### config.mk
export PLATFORM = sky130hd
export DESIGN_NAME = pc_fetch_ctrl_flat
export DESIGN_NICKNAME = d
export VERILOG_FILES = /design/src/rtl/pc_fetch_ctrl_if.sv /design/src/rtl/pc_fetch_ctrl.sv /design/src/flat_wrapper.sv
export SDC_FILE = /design/constraint.sdc
export NUM_CORES = 1
export LEC_CHECK = 0
export ABC_AREA = 1
export CAP_MARGIN = 10
export CORE_MARGIN = 5
export CORE_UTILIZATION = 35
export CTS_BUF_LIST = sky130_fd_sc_hd__clkbuf_8
export DETAILED_ROUTE_END_ITERATION = 7
export DONT_BUFFER_PORTS = 1
export PLACE_DENSITY = 0.47
export SETUP_SLACK_MARGIN = 0.3
export SLEW_MARGIN = 0
export SYNTH_ARGS = -nofsm -noshare
export SYNTH_HDL_FRONTEND = slang
export SYNTH_SLANG_ARGS = --single-unit
### constraint.sdc
create_clock -name clk -period 1.6 [get_ports clk]
set_input_delay 0.4 -clock clk [delete_from_list [all_inputs] [get_ports clk]]
set_output_delay 0.4 -clock clk [all_outputs]
set_load 0.05 [all_outputs]
### src/rtl/pc_fetch_ctrl_if.sv
// Fetch controller bus: instruction-memory req/ack, decode valid/ready
// and the redirect input from PC-select.
interface pc_fetch_ctrl_if;
    logic        imem_req;
    logic [29:0] imem_addr;
    logic        imem_ack;
    logic [31:0] imem_rdata;
    logic        if_valid;
    logic [31:0] if_instr;
    logic [29:0] if_pc;
    logic        if_ready;
    logic        redir_valid;
    logic [29:0] redir_pc;

    modport master (
        output imem_req, imem_addr, if_valid, if_instr, if_pc,
        input  imem_ack, imem_rdata, if_ready, redir_valid, redir_pc
    );

    modport slave (
        input  imem_req, imem_addr, if_valid, if_instr, if_pc,
        output imem_ack, imem_rdata, if_ready, redir_valid, redir_pc
    );
endinterface

### src/rtl/pc_fetch_ctrl.sv
// Fetch-side PC controller: owns the fetch PC, sequences imem requests,
// hands instructions to decode and squashes wrong-path fetches.
module pc_fetch_ctrl #(
    parameter logic [29:0] RESET_PC = 30'h0000_0C00
) (
    input  logic              clk,
    input  logic              rst,
    pc_fetch_ctrl_if.master   bus
);

    typedef enum logic [1:0] {
        RST   = 2'd0,
        FETCH = 2'd1,
        OUT   = 2'd2
    } state_t;

    state_t      state;
    logic [29:0] pc;
    logic [29:0] pend_pc;
    logic        kill;

    // Single FSM; every output is registered so that if_ready and
    // redir_valid never reach imem_req or if_valid combinationally.
    always_ff @(posedge clk) begin
        if (rst) begin
            state         <= RST;
            pc            <= RESET_PC;
            pend_pc       <= RESET_PC;
            kill          <= 1'b0;
            bus.imem_req  <= 1'b0;
            bus.imem_addr <= RESET_PC;
            bus.if_valid  <= 1'b0;
            bus.if_instr  <= 32'h0;
            bus.if_pc     <= 30'h0;
        end else begin
            case (state)
                RST: begin
                    state         <= FETCH;
                    bus.imem_req  <= 1'b1;
                    bus.imem_addr <= pc;
                end
                FETCH: begin
                    if (bus.imem_ack) begin
                        if (!kill && !bus.redir_valid) begin
                            bus.if_instr  <= bus.imem_rdata;
                            bus.if_pc     <= pc;
                            bus.if_valid  <= 1'b1;
                            bus.imem_req  <= 1'b0;
                            bus.imem_addr <= pc + 30'd1;
                            pc            <= pc + 30'd1;
                            state         <= OUT;
                        end else begin
                            // Wrong-path data: refetch from the newest target.
                            pc            <= bus.redir_valid ? bus.redir_pc
                                                             : pend_pc;
                            bus.imem_addr <= bus.redir_valid ? bus.redir_pc
                                                             : pend_pc;
                            kill          <= 1'b0;
                        end
                    end else if (bus.redir_valid) begin
                        // Request cannot be withdrawn; mark it for discard.
                        kill    <= 1'b1;
                        pend_pc <= bus.redir_pc;
                    end
                end
                OUT: begin
                    if (bus.redir_valid) begin
                        pc            <= bus.redir_pc;
                        bus.imem_addr <= bus.redir_pc;
                        bus.imem_req  <= 1'b1;
                        bus.if_valid  <= 1'b0;
                        state         <= FETCH;
                    end else if (bus.if_ready) begin
                        bus.imem_addr <= pc;
                        bus.imem_req  <= 1'b1;
                        bus.if_valid  <= 1'b0;
                        state         <= FETCH;
                    end
                end
                default: begin
                    state        <= RST;
                    bus.imem_req <= 1'b0;
                    bus.if_valid <= 1'b0;
                end
            endcase
        end
    end

endmodule

### src/flat_wrapper.sv
// flat-port wrapper written by rule: the top's interface ports become plain ports
module pc_fetch_ctrl_flat 
#(
    parameter logic [29:0] RESET_PC = 30'h0000_0C00
)
  (clk, rst, bus_imem_req, bus_imem_addr, bus_if_valid, bus_if_instr, bus_if_pc, bus_imem_ack, bus_imem_rdata, bus_if_ready, bus_redir_valid, bus_redir_pc);
  pc_fetch_ctrl_if bus_i ();
  input  logic clk;
  input  logic rst;
  output wire logic [$bits(bus_i.imem_req)-1:0] bus_imem_req;
  output wire logic [$bits(bus_i.imem_addr)-1:0] bus_imem_addr;
  output wire logic [$bits(bus_i.if_valid)-1:0] bus_if_valid;
  output wire logic [$bits(bus_i.if_instr)-1:0] bus_if_instr;
  output wire logic [$bits(bus_i.if_pc)-1:0] bus_if_pc;
  input wire logic [$bits(bus_i.imem_ack)-1:0] bus_imem_ack;
  input wire logic [$bits(bus_i.imem_rdata)-1:0] bus_imem_rdata;
  input wire logic [$bits(bus_i.if_ready)-1:0] bus_if_ready;
  input wire logic [$bits(bus_i.redir_valid)-1:0] bus_redir_valid;
  input wire logic [$bits(bus_i.redir_pc)-1:0] bus_redir_pc;
  assign bus_imem_req = bus_i.imem_req;
  assign bus_imem_addr = bus_i.imem_addr;
  assign bus_if_valid = bus_i.if_valid;
  assign bus_if_instr = bus_i.if_instr;
  assign bus_if_pc = bus_i.if_pc;
  assign bus_i.imem_ack = bus_imem_ack;
  assign bus_i.imem_rdata = bus_imem_rdata;
  assign bus_i.if_ready = bus_if_ready;
  assign bus_i.redir_valid = bus_redir_valid;
  assign bus_i.redir_pc = bus_redir_pc;
  pc_fetch_ctrl #(.RESET_PC(RESET_PC)) u_core (.clk(clk), .rst(rst), .bus(bus_i));
endmodule
==> flow_summary_export.csv, run 1 <==
group,metric,value,unit
synth,synthMuxAreaShare,0,
cts,cts_max_level,4,
routing,avgViaCountPerCell,5.31,
global_route,track_usage,0.225,
die,coreArea,22000,sq um
sta,fin_crit_sh,1.09,
synth,yosys_warnings,0,
power,peakVddDrop,0.000749,V
global_route,grt_pass1_vias,7923,
setup_path,worst-path-max-fanout,4,
routing,vias,8349,
die,std_cell_rows,54,
synth,synthCells,1171,
setup_path,cp.required,2.00,ns
die,die-area,25500,sq um
setup_path,crit_type,"register to register",
cts,cts_tree,"yes",
cts,clockBufferDepth,2,
die,dieHeight,160,um
synth,synth_top_family_by_area,"compound AO/OA/AOI/OAI gates",
synth,yosysUniqueCellTypes,34,
synth,synth_top_area_share,0.400,
sta,rsz0062_at_grt,"yes",
sta,fin_hold_ws,0.0464,ns
layout,nets,1351,
synth,synth_seq_area_share,0.400,
synth,yosysTopAreaCell,"dfxtp_1",
cts,insertion_delay,0.47,ns
synth,async_flop_share,0,
power,power.density,1370,nW/um^2
sta,fin_tns_setup,-2.39,ns
placement,placed_cells,1513,
routing,route.detailed.drc,0,
cts,clk_pin_slew_worst_paths,0.09,ns
die,start_util,0.358,
routing,wirelength,29.8,mm
setup_path,r2r_setup_slack,-0.14,ns
synth,synth_edf_count,0,
placement,io_buffers,0,
power,p_leak,4.60,nW
setup_path,worst_setup_path_start_kind,"register",
synth,synth-main-ff-cell,"dfxtp_1",
layout,final_cells,1572,
routing,dr_wl_met2,12.9,mm
setup_path,cp.arrival,2.14,ns
sta,fin_worst_skew,0.0161,ns
routing,dr.pass1.iters,5,
routing,wl_met1,14.0,mm
sta,hold_violations,0,
sta,relSlewSlack,0.607,
synth,avgSynthCellArea,6.71,sq um
synth,synth-compound-area-share,0.259,
die,ios,161,
outcome,violations,"negative setup slack",
placement,pre_cts_ws,-0.222,ns
sta,maxSlewViolCount,0,
routing,wl_met3,2.27,mm
min_path,min_path_type,"input port to register",
placement,gp_congestion,0.872,
routing,detail-route-antenna-nets,0,
sta,min_period,1.74,ns
layout,post-route-util,0.511,
power,p_total,15.3,mW
die,dieWidth,160,um
synth,synth.area.top_cells,"dfxtp_1 40%, nand2_1 12%, o21ai_0 11%, a21oi_1 11%, nor2_1 5.9%",
cts,clockRootBuffer,"clkbuf_8",
routing,wl_per_cell,19.0,um
global_route,grt_pass1_wl,45.9,mm
synth,synth_simple_gate_area_share,0.247,
sta,worst_slew_pin_slew,0.588,ns
synth,synthAdderAreaFrac,0.00796,
sta,setup_slack,-0.138,ns
cts,cts_sinks,157,
sta,setup_viol_count_final,50,
outcome,status,"finished with violations",
synth,yosys-top-cells-count,"260 x nand2_1, 177 x o21ai_0, 171 x a21oi_1, 157 x dfxtp_1, 124 x nor2_1",
synth,synth_seq_cells,157,
synth,synth_xor_area_frac,0.0134,
synth,syn_nets,1243,
synth,netlist_area,7860,sq um
cts,cts_buffers,17,
routing,drtIter0Drc,518,
layout,antennaDiodeCount,0,
synth,synth.most_common_cell,"nand2_1",
job,cap_violations,0,
sta,max_freq,575,MHz
setup_path,crit_path_end_kind,"register",
layout,syn_to_final_growth,42.7,%
global_route,grt_antenna_before_repair,0,
routing,highest_layer,"met4",
layout,final_layout_size_suffix_gt1_frac,0.396,
placement,placed_area,9270,sq um
layout,postLayoutCellArea,11200,sq um
placement,dp_hpwl,19.9,mm
global_route,overflow,0,
global_route,grt_max_degree,87,
==> routing by layer <==
| layer | vias up | GRT usage |
|---|---|---|
| met2 | 241 | 0.338 |
| li1 | 4143 | - |
| met4 | 0 | 0.0645 |
| met1 | 3933 | 0.316 |
| met3 | 32 | 0.0649 |
| met5 | - | 0 |
==> registers in the layout, summed over array words and instances, names as in the netlist <==
signal,flops
u_core.bus.if_instr,32
u_core.bus.imem_addr,30
u_core.bus.if_pc,30
u_core.pc,30
u_core.bus.imem_req,1
u_core.bus.if_valid,1
u_core.state,2
u_core.kill,1
u_core.pend_pc,30
==> critical path, stage by stage, from the launching register on <==
cell,delay (ns)
dfxtp_4,0.39
ha_4,0.17
nand2_4,0.06
nor2_4,0.13
nand2_4,0.08
nor2_4,0.15
xor2_1,0.19
nand2_1,0.10
nand2_2,0.10
a21oi_2,0.05
buf_4,0.14
o21ai_1,0.10
==> cell usage in the layout, fill, tap and decap left out, types with 13 or more instances in the layout <==
cell      count
nand2_1     223
nand2_2      29
dfxtp_1      67
nor2_1       97
nand3_2      14
clkbuf_8     18
a21oi_2      53
a21oi_1     112
nor2_4       20
buf_12       23
nand3_1      43
dfxtp_2      29
nor2_2       21
o21ai_2      29
o21ai_0     114
nand2_4      13
buf_6        19
dfxtp_4      61
o21ai_1      40
buf_4       122
inv_1        40
==> power by group <==
part           switching (mW)  leakage, nW  internal [mW]  total (mW)
sequential               1.52         1.34           4.67        6.20
combinational            3.39         3.05           2.44        5.83
clock                    1.80        0.211           1.50        3.30
total                    6.72         4.60           8.60        15.3
==> worst paths after layout <==
kind                                        start                                     to  cells after the start
setup / recovery        u_core.pc[1]$_SDFFE_PP0P_  u_core.bus.imem_addr[10]$_SDFFE_PP1P_                     11
hold / removal                                rst  u_core.bus.imem_addr[10]$_SDFFE_PP1P_                      2
setup reg to reg        u_core.pc[1]$_SDFFE_PP0P_  u_core.bus.imem_addr[10]$_SDFFE_PP1P_                     11
hold reg to reg   u_core.pend_pc[11]$_SDFFE_PP1P_        u_core.pend_pc[11]$_SDFFE_PP1P_                      2
==> cell families after synthesis <==
logic type / count (synthesis)
simple gates: 472
compound gates: 390
buf+inv: 135
flops: 157
xor+xnor: 12
fa+ha+maj: 5
==> cell type report <==
type	count	area, sq um
Fill cell	2187	10700
Clock inverter	14	171
Tap cell	280	350
Multi-Input combinational cell	879	5020
Timing Repair Buffer	173	1800
Sequential cell	157	3410
Inverter	51	218
Clock buffer	18	248
==> timing repair <==
item | CTS | global route
resized for setup | 167 | 235
hold endpoints to repair | 11 | 0
endpoints found under the setup margin | 250 | 250
buffers inserted | 10 | 10
hold buffers | 1 | 0
pin swaps | 37 | 54
cloned | 5 | 1
(Power assumes the default switching activity.)
==> run 2: changes to the inputs <==
==> constraint.sdc (replaced) <==
create_clock -name clk -period 1.4 [get_ports clk]
set_input_delay 0.35 -clock clk [delete_from_list [all_inputs] [get_ports clk]]
set_output_delay 0.35 -clock clk [all_outputs]
set_load 0.05 [all_outputs]
==> run 2 against run 1 <==
Net effect:
- the run still ends with negative setup slack left
- first-iteration DRC count grew 23%
- clock-buffer cell count shrank 1
- cell count rose by 10%
- power grew 32%
- critical endpoint is now u_core.bus.if_pc[10]$_SDFFE_PP0P_
- largest power group is now combinational logic
- highest routed layer unchanged
==> flow_summary_export.csv, run 2 (synthesized netlist as in run 1, its figures left out) <==
group,metric,value,unit
sta,fin_worst_skew,0.0143,ns
die,dieWidth,160,um
routing,wl_per_cell,21.9,um
setup_path,r2r_setup_slack,-0.35,ns
power,power.density,1430,nW/um^2
sta,maxSlewViolCount,0,
power,p_total,20.3,mW
layout,fill_cells,1817,
power,sw_frac_of_total,0.432,
min_path,hold_path_depth,2,
layout,regMostFlops,"u_core.bus.if_instr",
min_path,min_path_type,"input port to register",
die,die-area,25500,sq um
setup_path,worst_setup_path_start_kind,"register",
layout,postLayoutCellArea,14200,sq um
die,ios,161,
setup_path,reg2regPathDepth,11,
global_route,grt_antenna_before_repair,0,
routing,route.detailed.drc,0,
sta,min_period,1.75,ns
power,p_int,11.5,mW
die,dieHeight,160,um
cts,cts_sinks,157,
die,start_util,0.358,
global_route,grt_pass1_wl,52.6,mm
cts,insertion_delay,0.47,ns
routing,dr.pass1.iters,5,
layout,layout_commonest_cell,"nand2_1",
placement,dp_hpwl,20.7,mm
cts,cts_buffers,17,
placement,placed_area,9680,sq um
power,p_seq_frac,0.335,
die,coreArea,22000,sq um
sta,hold_violations,0,
cts,clk_pin_slew_worst_paths,0.10,ns
cts,clockBufferDepth,2,
layout,final_layout_size_suffix_gt1_frac,0.556,
power,combPwrFrac,0.480,
routing,detail-route-antenna-nets,0,
global_route,grt_max_degree,84,
setup_path,crit_path_end_kind,"register",
die,std_cell_rows,54,
sta,max_freq,571,MHz
outcome,status,"finished with violations",
job,cap_violations,0,
cts,cts_tree,"yes",
routing,wirelength,38.0,mm
layout,final_cell_mix,"230 x nand2_1, 163 x buf_4, 100 x o21ai_2, 93 x a21oi_2, 81 x nor2_1",
outcome,violations,"negative setup slack",
setup_path,cp.required,1.80,ns
routing,drtIter0Drc,639,
power,p_leak,5.70,nW
setup_path,crit_type,"register to register",
global_route,overflow,0,
layout,nets,1512,
layout,largest_reg_flops,32,
layout,syn_to_final_growth,80.2,%
power,peakVddDrop,0.000769,V
routing,avgViaCountPerCell,5.50,
sta,worst_slew_pin_slew,0.743,ns
cts,cts_max_level,4,
layout,multi_input_area,5610,sq um
setup_path,cp.arrival,2.15,ns
setup_path,worst-path-max-fanout,5,
routing,vias,9525,
power,p_sw,8.76,mW
power,clock_power_share,0.185,
sta,rsz0062_at_grt,"yes",
cts,clockRootBuffer,"clkbuf_8",
sta,setup_viol_count_final,157,
sta,setup_slack,-0.350,ns
layout,antennaDiodeCount,0,
placement,gp_congestion,0.868,
layout,register_area,3470,sq um
sta,relSlewSlack,0.503,
placement,io_buffers,0,
global_route,grt_pass1_vias,8993,
global_route,track_usage,0.259,
sta,fin_crit_sh,1.25,
run 2: final timing paths:
path / from / to
max: u_core.state[1]$_SDFFE_PP0P_ / u_core.bus.if_pc[10]$_SDFFE_PP0P_
min: bus_imem_rdata[13] / u_core.bus.if_instr[13]$_SDFFE_PP0P_
max reg2reg: u_core.state[1]$_SDFFE_PP0P_ / u_core.bus.if_pc[10]$_SDFFE_PP0P_
min reg2reg: u_core.bus.imem_addr[7]$_SDFFE_PP0P_ / u_core.bus.imem_addr[7]$_SDFFE_PP0P_
run 2: per-stage QoR:
step           TNS [ns]  setup WS (ns)  hold WS [ns]  instances   util
4_1_cts          -37.54         -0.298        -0.102       1690  0.548
6_report         -42.56         -0.350        0.0388       1733  0.645
2_1_floorplan    -10.65         -0.148         0.428       1171      -
5_1_grt          -50.76         -0.425        0.0279       1733  0.645
3_5_place_dp     -42.89         -0.414         0.413       1567  0.441
3_3_place_gp     -42.40         -0.417         0.412       1567  0.441
run 2: cell type report:
class | count | share of cell area
Clock buffer | 17 | 0.0165
Tap cell | 280 | 0.0247
Inverter | 51 | 0.0168
Timing Repair Buffer | 334 | 0.289
Sequential cell | 157 | 0.245
Multi-Input combinational cell | 879 | 0.396
Clock inverter | 15 | 0.0124
run 2: power groups by stage:
stage / clock [mW] / combinational, mW / sequential [mW]
2_1_floorplan: 0 / 3.06 / 7.16
4_1_cts: 3.79 / 7.74 / 6.52
3_3_place_gp: 0 / 6.13 / 6.55
6_report: 3.75 / 9.74 / 6.79
5_1_grt: 3.97 / 10.2 / 6.88
3_5_place_dp: 0 / 6.16 / 6.54
run 2: worst max-delay path, cell delays in order, from the launching register on:
cell,delay [ns]
dfxtp_4,0.38
inv_4,0.06
ha_4,0.17
buf_6,0.13
nand2_8,0.06
nor2_4,0.17
buf_6,0.13
buf_8,0.11
buf_6,0.13
buf_16,0.13
o21ai_2,0.07
a21oi_2,0.15
run 2: layer usage:
layer / track usage / share of wire / vias up
met4: 0.0763 / 0.028 / 0
li1: - / - / 4474
met1: 0.343 / 0.41 / 4579
met5: 0 / 0 / -
met3: 0.0539 / 0.077 / 74
met2: 0.428 / 0.48 / 398
run 2: what timing repair did:
action                     4_1_cts  5_1_grt
pin swaps                       35      105
setup endpoints to repair      251      251
gates resized for setup        258      526
hold endpoints to repair        41       13
hold buffers                    29        2
cloned                          23       15
setup buffers                   39       26
==> run 3: changes to the inputs <==
--- a/config.mk
+++ b/config.mk
@@ -6,13 +6,13 @@
 export NUM_CORES = 1
 export LEC_CHECK = 0
 export ABC_AREA = 1
+export BUFFER_PORTS_ARGS = -buffer_cell sky130_fd_sc_hd__buf_4
 export CAP_MARGIN = 10
 export CORE_MARGIN = 5
 export CORE_UTILIZATION = 35
 export CTS_BUF_LIST = sky130_fd_sc_hd__clkbuf_8
 export DETAILED_ROUTE_END_ITERATION = 7
-export DONT_BUFFER_PORTS = 1
-export PLACE_DENSITY = 0.47
+export PLACE_DENSITY = 0.53
 export SETUP_SLACK_MARGIN = 0.3
 export SLEW_MARGIN = 0
 export SYNTH_ARGS = -nofsm -noshare
==> run 3 against run 2 <==
Net effect:
- the flow still finishes with violations (negative setup slack)
- cell count rose by 8.1%
- critical path depth fell by 1
- routed wire length is 3.7% lower
- clock-buffer cell count stayed put
- setup slack worse by 0.061 ns
- flip-flop and latch count unchanged
- clock skew increased by 0.0087 ns
- hold slack better by 0.034 ns
- critical endpoint is now u_core.pc[25]$_SDFFE_PP0P_
==> flow_summary_export.csv, run 3 (synthesized netlist as in run 1, its figures left out) <==
group,metric,value,unit
setup_path,crit_top_cell,"inv_4",
sta,setup_viol_count_final,156,
layout,final_cell_mix,"279 x buf_4, 231 x nand2_1, 105 x buf_8, 96 x dfxtp_2, 93 x o21ai_2",
placement,io_buffers,160,
sta,worst_slew_pin_slew,0.510,ns
placement,dp_hpwl,20.8,mm
layout,multi_input_area,5620,sq um
setup_path,crit_type,"register to register",
layout,post-route-util,0.695,
die,std_cell_rows,54,
cts,clockBufferDepth,2,
routing,wl_met3,2.52,mm
cts,cts_tree,"yes",
cts,cts_max_level,4,
global_route,grt_antenna_before_repair,0,
die,dieWidth,160,um
routing,highest_layer,"met4",
placement,gp_congestion,0.876,
routing,dr.pass1.iters,5,
sta,max_freq,552,MHz
sta,setup_slack,-0.411,ns
layout,register_area,3340,sq um
setup_path,crit_path_end_kind,"register",
placement,pre_cts_ws,-0.449,ns
cts,cts_sinks,157,
global_route,grt_max_degree,80,
setup_path,worst-path-max-fanout,7,
sta,maxSlewViolCount,0,
layout,final_cells,1874,
routing,wl_per_cell,19.5,um
setup_path,cp.required,1.77,ns
global_route,grt_pass1_vias,9285,
global_route,overflow,0,
power,power.density,1360,nW/um^2
layout,final_layout_size_suffix_gt1_frac,0.611,
layout,regMostFlops,"u_core.bus.if_instr",
sta,hold_violations,0,
setup_path,critPathSlowestCell,"dfxtp_4",
placement,placed_cells,1712,
cts,hold_buffers,0,
layout,largest_reg_flops,32,
setup_path,critPathTopFamily,"buffers and inverters",
global_route,grt_pass1_wl,51.4,mm
layout,layout_commonest_cell,"buf_4",
die,die-area,25500,sq um
routing,drtIter0Drc,566,
layout,syn_to_final_growth,94.3,%
layout,nets,1653,
sta,fin_crit_sh,1.29,
cts,cts_buffers,17,
die,ios,161,
setup_path,timing.critical_path.buf_inv,5,
sta,fin_hold_ws,0.0724,ns
power,p_leak,6.52,nW
die,start_util,0.358,
routing,wirelength,36.5,mm
cts,clockRootBuffer,"clkbuf_8",
routing,route.detailed.drc,0,
routing,wl_met1,15.8,mm
sta,rsz0062_at_grt,"yes",
routing,avgViaCountPerCell,5.29,
layout,fill_cells,1640,
global_route,track_usage,0.250,
sta,min_period,1.81,ns
cts,clk_pin_slew_worst_paths,0.11,ns
setup_path,cp.arrival,2.19,ns
setup_path,max_stage_delay,0.41,ns
job,cap_violations,0,
cts,insertion_delay,0.48,ns
outcome,status,"finished with violations",
die,coreArea,22000,sq um
die,dieHeight,160,um
setup_path,path_cells,"inv_4, ha_4, nand2_4, inv_4, a211oi_4, inv_2, buf_12, buf_16, a21oi_2, a21oi_1",
routing,dr_wl_met2,17.0,mm
routing,detail-route-antenna-nets,0,
sta,fin_worst_skew,0.0231,ns
min_path,min_path_type,"input port to register",
routing,vias,9907,
setup_path,worst_setup_path_start_kind,"register",
outcome,violations,"negative setup slack",
layout,antennaDiodeCount,0,
sta,relSlewSlack,0.660,
power,peakVddDrop,0.000683,V
==> run 3: cell count changes in the layout (fill, tap and decap cells not counted), sizes merged <==
cell | previous run | this run
buf | 290 | 465
bufbuf | 1 | 0
bufinv | 2 | 0
clkbuf | 29 | 27
clkinv | 3 | 6
clkinvlp | 1 | 2
dlygate4sd3 | 31 | 0
inv | 60 | 58
==> run 3: cell type report <==
| cell class | count | share of cell area |
|---|---|---|
| timing repair buffer | 475 | 0.349 |
| clock buffer | 17 | 0.0153 |
| inverter | 51 | 0.0154 |
| sequential | 157 | 0.219 |
| multi-input combinational | 879 | 0.368 |
| clock inverter | 15 | 0.00983 |
| tap | 280 | 0.0229 |
==> run 3: path summary, 6_finish.rpt <==
| path | slack [ns] | cells past startpoint | end | start |
|---|---|---|---|---|
| worst max-delay path | -0.41 | 10 | u_core.pc[25]$_SDFFE_PP0P_ | u_core.state[0]$_SDFFE_PP0P_ |
| worst min-delay path | 0.07 | 3 | u_core.bus.if_instr[11]$_SDFFE_PP0P_ | bus_imem_rdata[11] |
| worst max register to register | -0.41 | 10 | u_core.pc[25]$_SDFFE_PP0P_ | u_core.state[0]$_SDFFE_PP0P_ |
| worst min register to register | 0.48 | 2 | u_core.bus.imem_req$_SDFFE_PP0P_ | u_core.bus.imem_req$_SDFFE_PP0P_ |
==> run 3: power breakdown <==
part | internal [mW] | leakage [nW] | switching [mW] | total, mW
clock network | 1.33 | 0.191 | 2.16 | 3.49
logic | 5.07 | 4.99 | 5.94 | 11.0
registers | 5.38 | 1.34 | 0.809 | 6.19
==> run 3: layer usage <==
metal,global-route usage,vias up
li1,-,4751
met1,0.342,4674
met2,0.392,399
met3,0.0580,83
met4,0.0782,0
met5,0,-
==> run 3: stage by stage <==
| stage | total power [mW] | TNS [ns] | area, sq um |
|---|---|---|---|
| global route | 21.6 | -51.28 | 15300 |
| finish | 20.7 | -44.87 | 15300 |
| CTS | 19.0 | -29.90 | 13500 |
| detailed placement | 13.2 | -41.29 | 10800 |
| global placement | 13.2 | -37.96 | 10800 |
| floorplan | 10.2 | -10.65 | 8180 |
==> run 3: repair_timing <==
item | in CTS | in global routing
pin swaps | 47 | 94
gates cloned | 15 | 11
buffers inserted | 59 | 45
setup endpoints to repair | 251 | 251
endpoints found under the hold margin | 0 | 0
resized for setup | 556 | 316
==> run 3: worst reg2reg max path, cell delays in order (launching register included) <==
cell and delay [ns]:
dfxtp_4 0.41, inv_4 0.06, ha_4 0.17, nand2_4 0.07, inv_4 0.04, a211oi_4 0.29
inv_2 0.15, buf_12 0.17, buf_16 0.15, a21oi_2 0.12, a21oi_1 0.08
